**config.mk**
```make
export PLATFORM = sky130hd
export DESIGN_NAME = ws2811_frame_ctrl
export DESIGN_NICKNAME = d
export VERILOG_FILES = /design/src/rtl/ws2811_frame_ctrl.sv
export SDC_FILE = /design/constraint.sdc
export NUM_CORES = 1
export LEC_CHECK = 0
export CAP_MARGIN = 20
export CORE_UTILIZATION = 30
export DETAILED_ROUTE_END_ITERATION = 8
export PLACE_DENSITY = 0.5
export SYNTH_ARGS = -nofsm -noshare
export SYNTH_HDL_FRONTEND = slang
export SYNTH_SLANG_ARGS = --single-unit
```
**constraint.sdc**
```tcl
create_clock -name i_clkin -period 3.4 [get_ports i_clkin]
set_input_delay 0.68 -clock i_clkin [delete_from_list [all_inputs] [get_ports i_clkin]]
set_output_delay 0.68 -clock i_clkin [all_outputs]
set_load 0.03 [all_outputs]
```
**src/rtl/ws2811_frame_ctrl.sv**
```systemverilog
// ws2811_frame_ctrl: walks the pixel RAM once per START and serialises each
// 24-bit {G,R,B} word MSB-first as WS2811 pulse-width bits, then holds the
// line low for the latch gap and pulses DONE.
module ws2811_frame_ctrl #(
  parameter int unsigned NUM_LEDS = 64,
  parameter int unsigned ADDR_W   = 8,
  parameter int unsigned T_BIT    = 30,
  parameter int unsigned T0H      = 6,
  parameter int unsigned T1H      = 14,
  parameter int unsigned T_LATCH  = 600
) (
  input  logic              i_clkin,
  input  logic              i_reset,
  input  logic              i_start,
  output logic              o_busy,
  output logic              o_done,
  output logic              o_re,
  output logic [ADDR_W-1:0] o_raddr,
  input  logic [23:0]       i_rdata,
  output logic              o_dout
);

  localparam int unsigned CNT_W = $clog2(T_BIT);
  localparam int unsigned LAT_W = $clog2(T_LATCH + 1);
  localparam int unsigned BIT_W = 5;

  localparam logic [CNT_W-1:0]  CNT_LAST = CNT_W'(T_BIT - 1);
  localparam logic [CNT_W-1:0]  HI_ZERO  = CNT_W'(T0H);
  localparam logic [CNT_W-1:0]  HI_ONE   = CNT_W'(T1H);
  localparam logic [LAT_W-1:0]  LAT_LAST = LAT_W'(T_LATCH - 1);
  localparam logic [ADDR_W-1:0] PIX_LAST = ADDR_W'(NUM_LEDS - 1);
  localparam logic [BIT_W-1:0]  BIT_MSB  = BIT_W'(23);

  typedef enum logic [2:0] {
    S_IDLE  = 3'd0,
    S_FETCH = 3'd1,
    S_LOAD  = 3'd2,
    S_SEND  = 3'd3,
    S_LATCH = 3'd4
  } state_t;

  state_t             r_state, w_state_n;
  logic [CNT_W-1:0]   r_cnt, w_cnt_n;
  logic [LAT_W-1:0]   r_lcnt, w_lcnt_n;
  logic [ADDR_W-1:0]  r_pix, w_pix_n;
  logic [BIT_W-1:0]   r_bit, w_bit_n;
  logic [23:0]        r_shreg, w_shreg_n;
  logic [23:0]        r_buf, w_buf_n;
  logic               r_pend, w_pend_n;
  logic               r_busy, w_busy_n;
  logic               r_done, w_done_n;
  logic               r_dout, w_dout_n;
  logic               w_prefetch;

  // Next pixel is requested at the very start of the current pixel's first bit
  assign w_prefetch = (r_state == S_SEND) && (r_bit == BIT_MSB) &&
                      (r_cnt == '0) && (r_pix != PIX_LAST);

  // RAM port decoded from registered state only
  assign o_re    = (r_state == S_FETCH) || w_prefetch;
  assign o_raddr = w_prefetch ? (r_pix + ADDR_W'(1)) : '0;

  assign o_busy = r_busy;
  assign o_done = r_done;
  assign o_dout = r_dout;

  // State register
  always_ff @(posedge i_clkin or posedge i_reset) begin
    if (i_reset) r_state <= S_IDLE;
    else         r_state <= w_state_n;
  end

  // Next-state and next-value decode; DOUT is computed one cycle ahead so the
  // registered pin lines up with the period counter
  always_comb begin
    w_state_n = r_state;
    w_cnt_n   = r_cnt;
    w_lcnt_n  = r_lcnt;
    w_pix_n   = r_pix;
    w_bit_n   = r_bit;
    w_shreg_n = r_shreg;
    w_buf_n   = r_pend ? i_rdata : r_buf;
    w_pend_n  = w_prefetch;
    w_busy_n  = r_busy;
    w_done_n  = 1'b0;
    w_dout_n  = 1'b0;

    case (r_state)
      S_IDLE: begin
        if (i_start) begin
          w_state_n = S_FETCH;
          w_busy_n  = 1'b1;
          w_pix_n   = '0;
        end
      end
      S_FETCH: begin
        w_state_n = S_LOAD;
      end
      S_LOAD: begin
        w_shreg_n = i_rdata;
        w_bit_n   = BIT_MSB;
        w_cnt_n   = '0;
        w_state_n = S_SEND;
      end
      S_SEND: begin
        if (r_cnt == CNT_LAST) begin
          w_cnt_n = '0;
          if (r_bit == '0) begin
            if (r_pix == PIX_LAST) begin
              w_state_n = S_LATCH;
              w_lcnt_n  = '0;
            end else begin
              w_shreg_n = r_buf;
              w_pix_n   = r_pix + ADDR_W'(1);
              w_bit_n   = BIT_MSB;
            end
          end else begin
            w_shreg_n = {r_shreg[22:0], 1'b0};
            w_bit_n   = r_bit - BIT_W'(1);
          end
        end else begin
          w_cnt_n = r_cnt + CNT_W'(1);
        end
      end
      S_LATCH: begin
        if (r_lcnt == LAT_LAST) begin
          w_state_n = S_IDLE;
          w_done_n  = 1'b1;
          w_busy_n  = 1'b0;
        end else begin
          w_lcnt_n = r_lcnt + LAT_W'(1);
        end
      end
      default: begin
        w_state_n = S_IDLE;
        w_busy_n  = 1'b0;
      end
    endcase

    if (w_state_n == S_SEND)
      w_dout_n = (w_cnt_n < (w_shreg_n[23] ? HI_ONE : HI_ZERO));
  end

  // Datapath and output registers
  always_ff @(posedge i_clkin or posedge i_reset) begin
    if (i_reset) begin
      r_cnt   <= '0;
      r_lcnt  <= '0;
      r_pix   <= '0;
      r_bit   <= '0;
      r_shreg <= '0;
      r_buf   <= '0;
      r_pend  <= 1'b0;
      r_busy  <= 1'b0;
      r_done  <= 1'b0;
      r_dout  <= 1'b0;
    end else begin
      r_cnt   <= w_cnt_n;
      r_lcnt  <= w_lcnt_n;
      r_pix   <= w_pix_n;
      r_bit   <= w_bit_n;
      r_shreg <= w_shreg_n;
      r_buf   <= w_buf_n;
      r_pend  <= w_pend_n;
      r_busy  <= w_busy_n;
      r_done  <= w_done_n;
      r_dout  <= w_dout_n;
    end
  end

endmodule
```
==> impl_results.md, run 1 <==
* CP max-delay cell: clkdlybuf4s50_1
* R2R Path Start: r_bit[0]
* Via density at 5.265
* Critical-path maximum fanout at 8
* Antenna Nets Post-Route at 0
* FF-to-FF setup slack at 0.79 ns
* Vias after detailed routing at 3,259
* Worst path arrival time at 2.48 ns
* # setup viols final at 0
* Most common cell after layout, fill and taps aside: dfrtp_1
* Hpwl dp at 6816 µm
* Clk Tree Root Cell: clkbuf_16
* Worst path bufs/invs at 2
* Tot Pwr at 2106 µW
* Die area at 14,920 µm²
* DRT Wirelength at 10,300 µm
* CP Class: register to primary output
* Via count of the first global-routing pass at 3,309
* Synth-to-Final Area Change at 20.77%
* Met3 Resource Use GR at 3.277%
* Status: finished, final reports clean
* CTS tree: yes
* 1st-pass router iterations at 4
* Hold Crit Depth at 1
* Post-CTS sizing at 0
* Post-layout net count at 471
* Top Usage Layer GRT: met2
* TritonCTS Buffers at 9
* FF-to-FF path depth at 8
* CTS max path bufs at 2
* Setup_tns at 0 ns
* Syn_nets at 435
* Post-synth top flop: dfrtp_1
* Final worst path period share at 93.05%
* Unrepaired setup endpoints after global routing: no
* DR WL/cell at 16.65 µm
* Worst-margin pin slew at 0.8082 ns
* Flops & latches, synth at 83
* Hold EP: r_shreg[0]
* Share of cells above drive strength 1 at 15.03%
* Post-synth EDFFs at 0
* PwrDens at 402.6 nW/µm²
* Largest net degree at the start of global routing at 44
* Port bufs at 38
* CP cell instances: ha_1, and3_1, nand2_1, nand4_1, buf_4, nor2_1, clkdlybuf4s50_1
* Die Ht at 122.1 µm
* Residual DRC at 0
* Leakage at 0.002167 µW
* Hold Slack at 0.4771 ns
* Worst hold path class: register to register
* RR Endpoint: o_dout
* Slew Limit Headroom at 46.06%
* Clk Latency, worst-skew pair at 0.34 ns
* Initial antenna violation count at 0
* Tmin final at 3.164 ns
* Max rail drop VDD at 0.0002589 V
* Syn avg cell area at 10.85 µm²
* Clock sink total at 83
* Worst-path clk slew at 0.06 ns
* Sequential fraction of the synthesis area at 47.96%
* DP Worst Slack at 0.3326 ns
* GR Util met2 at 24.08%
* IO Count at 39
* Total congestion overflow at 0
* H-Tree Depth at 3
* Netlist Area Pre-Place at 4330 µm²
* Fraction of registers with async set/reset at 100.0%
* CP Depth at 7
* Max cap viols at 0
* Finished Layout Cells at 619
* Die span in x at 122.1 µm
* Clock skew at 0.007127 ns
* Ant. Diodes at 0
* WP data required at 2.72 ns
* 1st-iter DRT viols at 214
* Max Transition Viols Final at 0
* Commonest cells after routing, fill and taps aside: dfrtp_1, clkdlybuf4s50_1, mux2_2
* Distinct cell type count after synthesis at 55
* Type of origin of the critical path: register
* Hold Fails Final Rpt at 0
* Yosys warnings at 0
* Post-synthesis instance total at 399
* Core area at 13,990 µm²
* Cell total after placement at 601
* Global Route Usage Sum at 15.01%
* Final GP Congestion at 0.7575
* Crit path max-delay family: buffers and inverters
* Min-delay src: r_shreg[0]
* Row cnt at 43
* Grt met1 use at 20.10%
* Fillers at 1,402
* Critical Path End Type: primary output
* First-pass GRT wire length at 17,170 µm
* F_max at 0.3161 GHz
* Worst setup margin at 0.2361 ns
* CP max stage delay at 0.67 ns
* Initial Util at 30.96%
[how the worst max path moves through the flow]
stage          startpoint          to
2_1_floorplan     i_reset      o_busy
3_3_place_gp     r_pix[0]  o_raddr[6]
3_5_place_dp     r_pix[0]  o_raddr[6]
4_1_cts          r_pix[0]  o_raddr[2]
5_1_grt          r_pix[0]  o_raddr[2]
6_report         r_pix[0]  o_raddr[4]
[sequential cells by signal, indices dropped and copies added (netlist names)]
| register | flops |
|---|---|
| r_pend | 1 |
| r_buf | 24 |
| r_cnt | 5 |
| r_shreg | 24 |
| r_bit | 5 |
| o_busy | 1 |
| r_lcnt | 10 |
| r_state | 3 |
| r_pix | 8 |
| o_done | 1 |
| o_dout | 1 |
[what timing repair did]
item,CTS,global route
endpoints found under the setup margin,9,0
buffers inserted,2,0
hold buffers,0,0
[final cells by class]
| cell class | count | area [µm²] | area share [%] |
|---|---|---|---|
| sequential | 83 | 2077 | 39.71 |
| clock buffer | 11 | 242.7 | 4.641 |
| clock inverter | 4 | 51.30 | 0.9809 |
| timing repair buffer | 55 | 540.5 | 10.33 |
| tap | 180 | 225.2 | 4.306 |
| inverter | 11 | 42.54 | 0.8134 |
| multi-input combinational | 275 | 2051 | 39.21 |
[kinds of logic after synthesis]
group                      count (synthesis)  share of synthesized area, %
and+or+nand+nor                          126                         16.32
AOI/OAI and AO/OA                         84                         15.08
DFF                                       83                         47.96
muxes                                     45                         11.12
buffers and inverters                     41                         4.681
xor gates and xnor gates                  11                         2.225
adders and majority gates                  9                         2.600
[per-stage QoR]
stage | area (µm²) | util (%)
2_1_floorplan | 4330 | -
3_3_place_gp | 4893 | 34.98
3_5_place_dp | 4893 | 34.98
4_1_cts | 5202 | 37.19
5_1_grt | 5230 | 37.39
6_report | 5230 | 37.39
[power breakdown]
| part | switching [µW] | internal, µW |
|---|---|---|
| sequential | 15.6 | 1020 |
| combinational | 38.5 | 55.0 |
| clock | 395 | 585 |
| total | 449 | 1660 |
[cell usage after synthesis, drive strengths merged (7+ instances only)]
cell type,instances,share of area [%]
nor3,18,2.2
inv,11,0.95
mux2i,20,4.6
buf,11,2.1
nor2,23,2.1
mux2,25,6.5
a221o,24,5.5
nand2b,7,1.0
ha,9,2.6
o31ai,7,1.3
nand2,23,2.0
nand3,11,1.3
xor2,8,1.6
dfrtp,83,48
nand4,13,1.9
o21ai,14,1.6
a21oi,15,1.7
clkbuf,19,1.6
[worst register-to-register path: cells and delay by family, from the launching register on]
kind	cells	cell delay (ns)
AO/OA/AOI/OAI	4	0.88
adder cells (fa/ha/maj)	2	0.44
buffers and inverters	1	0.12
flip-flops	1	0.39
AND/OR/NAND/NOR	1	0.67
[metal layers]
| layer | wire [µm] | vias up |
|---|---|---|
| met3 | 371 | 8 |
| li1 | - | 1564 |
| met4 | 112 | 0 |
| met5 | 0 | - |
| met1 | 4937 | 1633 |
| met2 | 4883 | 54 |
No activity file was read; power rests on OpenSTA's default activity.
==> run 2: changes to the inputs <==
--- a/config.mk
+++ b/config.mk
@@ -5,6 +5,7 @@
 export SDC_FILE = /design/constraint.sdc
 export NUM_CORES = 1
 export LEC_CHECK = 0
+export ABC_CLOCK_PERIOD_IN_PS = 3400
 export CAP_MARGIN = 20
 export CORE_UTILIZATION = 30
 export DETAILED_ROUTE_END_ITERATION = 8
==> results of run 2 <==
No change in the layout: final DEF, timing and power equal those of run 1.
==> run 3: changes to the inputs <==
--- a/config.mk
+++ b/config.mk
@@ -5,8 +5,9 @@
 export SDC_FILE = /design/constraint.sdc
 export NUM_CORES = 1
 export LEC_CHECK = 0
-export ABC_CLOCK_PERIOD_IN_PS = 3400
+export ABC_CLOCK_PERIOD_IN_PS = 3200
 export CAP_MARGIN = 20
+export CORE_ASPECT_RATIO = 0.7
 export CORE_UTILIZATION = 30
 export DETAILED_ROUTE_END_ITERATION = 8
 export PLACE_DENSITY = 0.5
==> constraint.sdc (replaced) <==
create_clock -name i_clkin -period 3.2 [get_ports i_clkin]
set_input_delay 0.64 -clock i_clkin [delete_from_list [all_inputs] [get_ports i_clkin]]
set_output_delay 0.64 -clock i_clkin [all_outputs]
set_load 0.03 [all_outputs]
==> impl_results.md, run 3 (synthesis gave the netlist of run 1 again) <==
* F_max at 0.3445 GHz
* First-pass GRT wire length at 17,280 µm
* Vias after detailed routing at 3,261
* Hold Fails Final Rpt at 0
* CTS max path bufs at 2
* Initial Util at 30.91%
* Most common cell after layout, fill and taps aside: dfrtp_1
* Type of origin of the critical path: register
* IO Count at 39
* CTS tree: yes
* # setup viols final at 0
* Ant. Diodes at 0
* Post-layout net count at 466
* P_int at 1864 µW
* WP data required at 2.56 ns
* Core area at 14,010 µm²
* Row cnt at 36
* 1st-iter DRT viols at 227
* Tmin final at 2.903 ns
* Clock sink total at 83
* Largest net degree at the start of global routing at 55
* Sequential share of power at 46.9%
* Synth-to-Final Area Change at 20.49%
* TritonCTS Buffers at 9
* Net Sw Power at 474.9 µW
* CP Class: register to primary output
* Max rail drop VDD at 0.0002582 V
* Worst path arrival time at 2.26 ns
* Port bufs at 38
* Clk Latency, worst-skew pair at 0.34 ns
* Status: finished, final reports clean
* Via density at 5.218
* Clk Tree Root Cell: clkbuf_16
* DRT Wirelength at 10,310 µm
* Biggest regs: r_buf (24), r_shreg (24), r_lcnt (10)
* Leakage at 0.002181 µW
* Unrepaired setup endpoints after global routing: no
* Hold bufs inserted after CTS at 0
* Share of cells above drive strength 1 at 16.32%
* Final worst path period share at 90.70%
* H-Tree Depth at 3
* Die span in x at 145.6 µm
* Total congestion overflow at 0
* Die Ht at 102.5 µm
* Hpwl dp at 6863 µm
* Commonest cells after routing, fill and taps aside: dfrtp_1, clkdlybuf4s50_1, mux2_2
* DR WL/cell at 16.49 µm
* Setup_tns at 0 ns
* Post-CTS setup buffer count at 0
* Via count of the first global-routing pass at 3,225
* Final GP Congestion at 0.7799
* Clock skew at 0.009156 ns
* Post-layout util at 37.25%
* Post-CTS sizing at 0
* Global Route Usage Sum at 14.77%
* FF-to-FF setup slack at 0.55 ns
* Switching portion of total power at 20.31%
* Slew Limit Headroom at 44.42%
* 1st-pass router iterations at 4
* Max cap viols at 0
* Worst hold path class: register to register
* Max Transition Viols Final at 0
* Residual DRC at 0
* Combinational share of power at 4.3%
* Die area at 14,930 µm²
* Critical Path End Type: primary output
* Critical-path maximum fanout at 10
* Worst-path clk slew at 0.06 ns
* Worst-margin pin slew at 0.8266 ns
* Initial antenna violation count at 0
* Clock group share of total power at 48.8%
* PwrDens at 448.2 nW/µm²
* Antenna Nets Post-Route at 0
## run 3: power by group through the flow
stage	logic, µW	clock network [µW]	registers [µW]
6_report	101	1140	1100
5_1_grt	112	1220	1100
4_1_cts	104	1170	1100
3_5_place_dp	103	0	1120
3_3_place_gp	101	0	1110
2_1_floorplan	50.3	0	1110
## run 3: critical path: stages (launching register included)
cell and delay, ns:
dfrtp_1 0.42, ha_1 0.27, and3_1 0.29, nand2_1 0.10, nand4_1 0.39, o21ai_0 0.26, buf_4 0.20
## run 3: through the flow
step,total power (µW),std cells,instance area [µm²],setup WS (ns),hold slack [ns]
after floorplan,1160,399,4330,0.4232,0.4488
after global routing,2428,625,5218,0.05946,0.5239
final,2339,625,5218,0.2975,0.4976
after CTS,2370,624,5190,0.2053,0.4981
after global placement,1216,608,4861,0.6133,0.4662
after detailed placement,1218,608,4861,0.5411,0.4828
## run 3: final timing paths
kind                                   from  cells past startpoint     endpoint
worst max-delay path               r_pix[0]                      6         o_re
worst min-delay path            r_shreg[23]                      1  r_shreg[23]
worst max register to register     r_bit[0]                      8       o_dout
worst min register to register  r_shreg[23]                      1  r_shreg[23]
max in group asynchronous           i_reset                      3     r_bit[3]
min in group asynchronous           i_reset                      2     r_pix[4]
## run 3: routing by layer
metal	GRT usage [%]	share of wire [%]	up-vias
li1	-	-	1558
met3	2.832	2.9	9
met2	22.04	43	47
met1	21.71	53	1647
met5	0	0	-
met4	4.372	1.0	0
## run 3: area by class of cell
class	count	area (µm²)
multi-input combinational	275	2051
clock buffer	12	256.5
tap	190	237.7
inverter	11	42.54
sequential	83	2077
timing repair buffer	50	480.5
fill	1388	8791
clock inverter	4	72.57
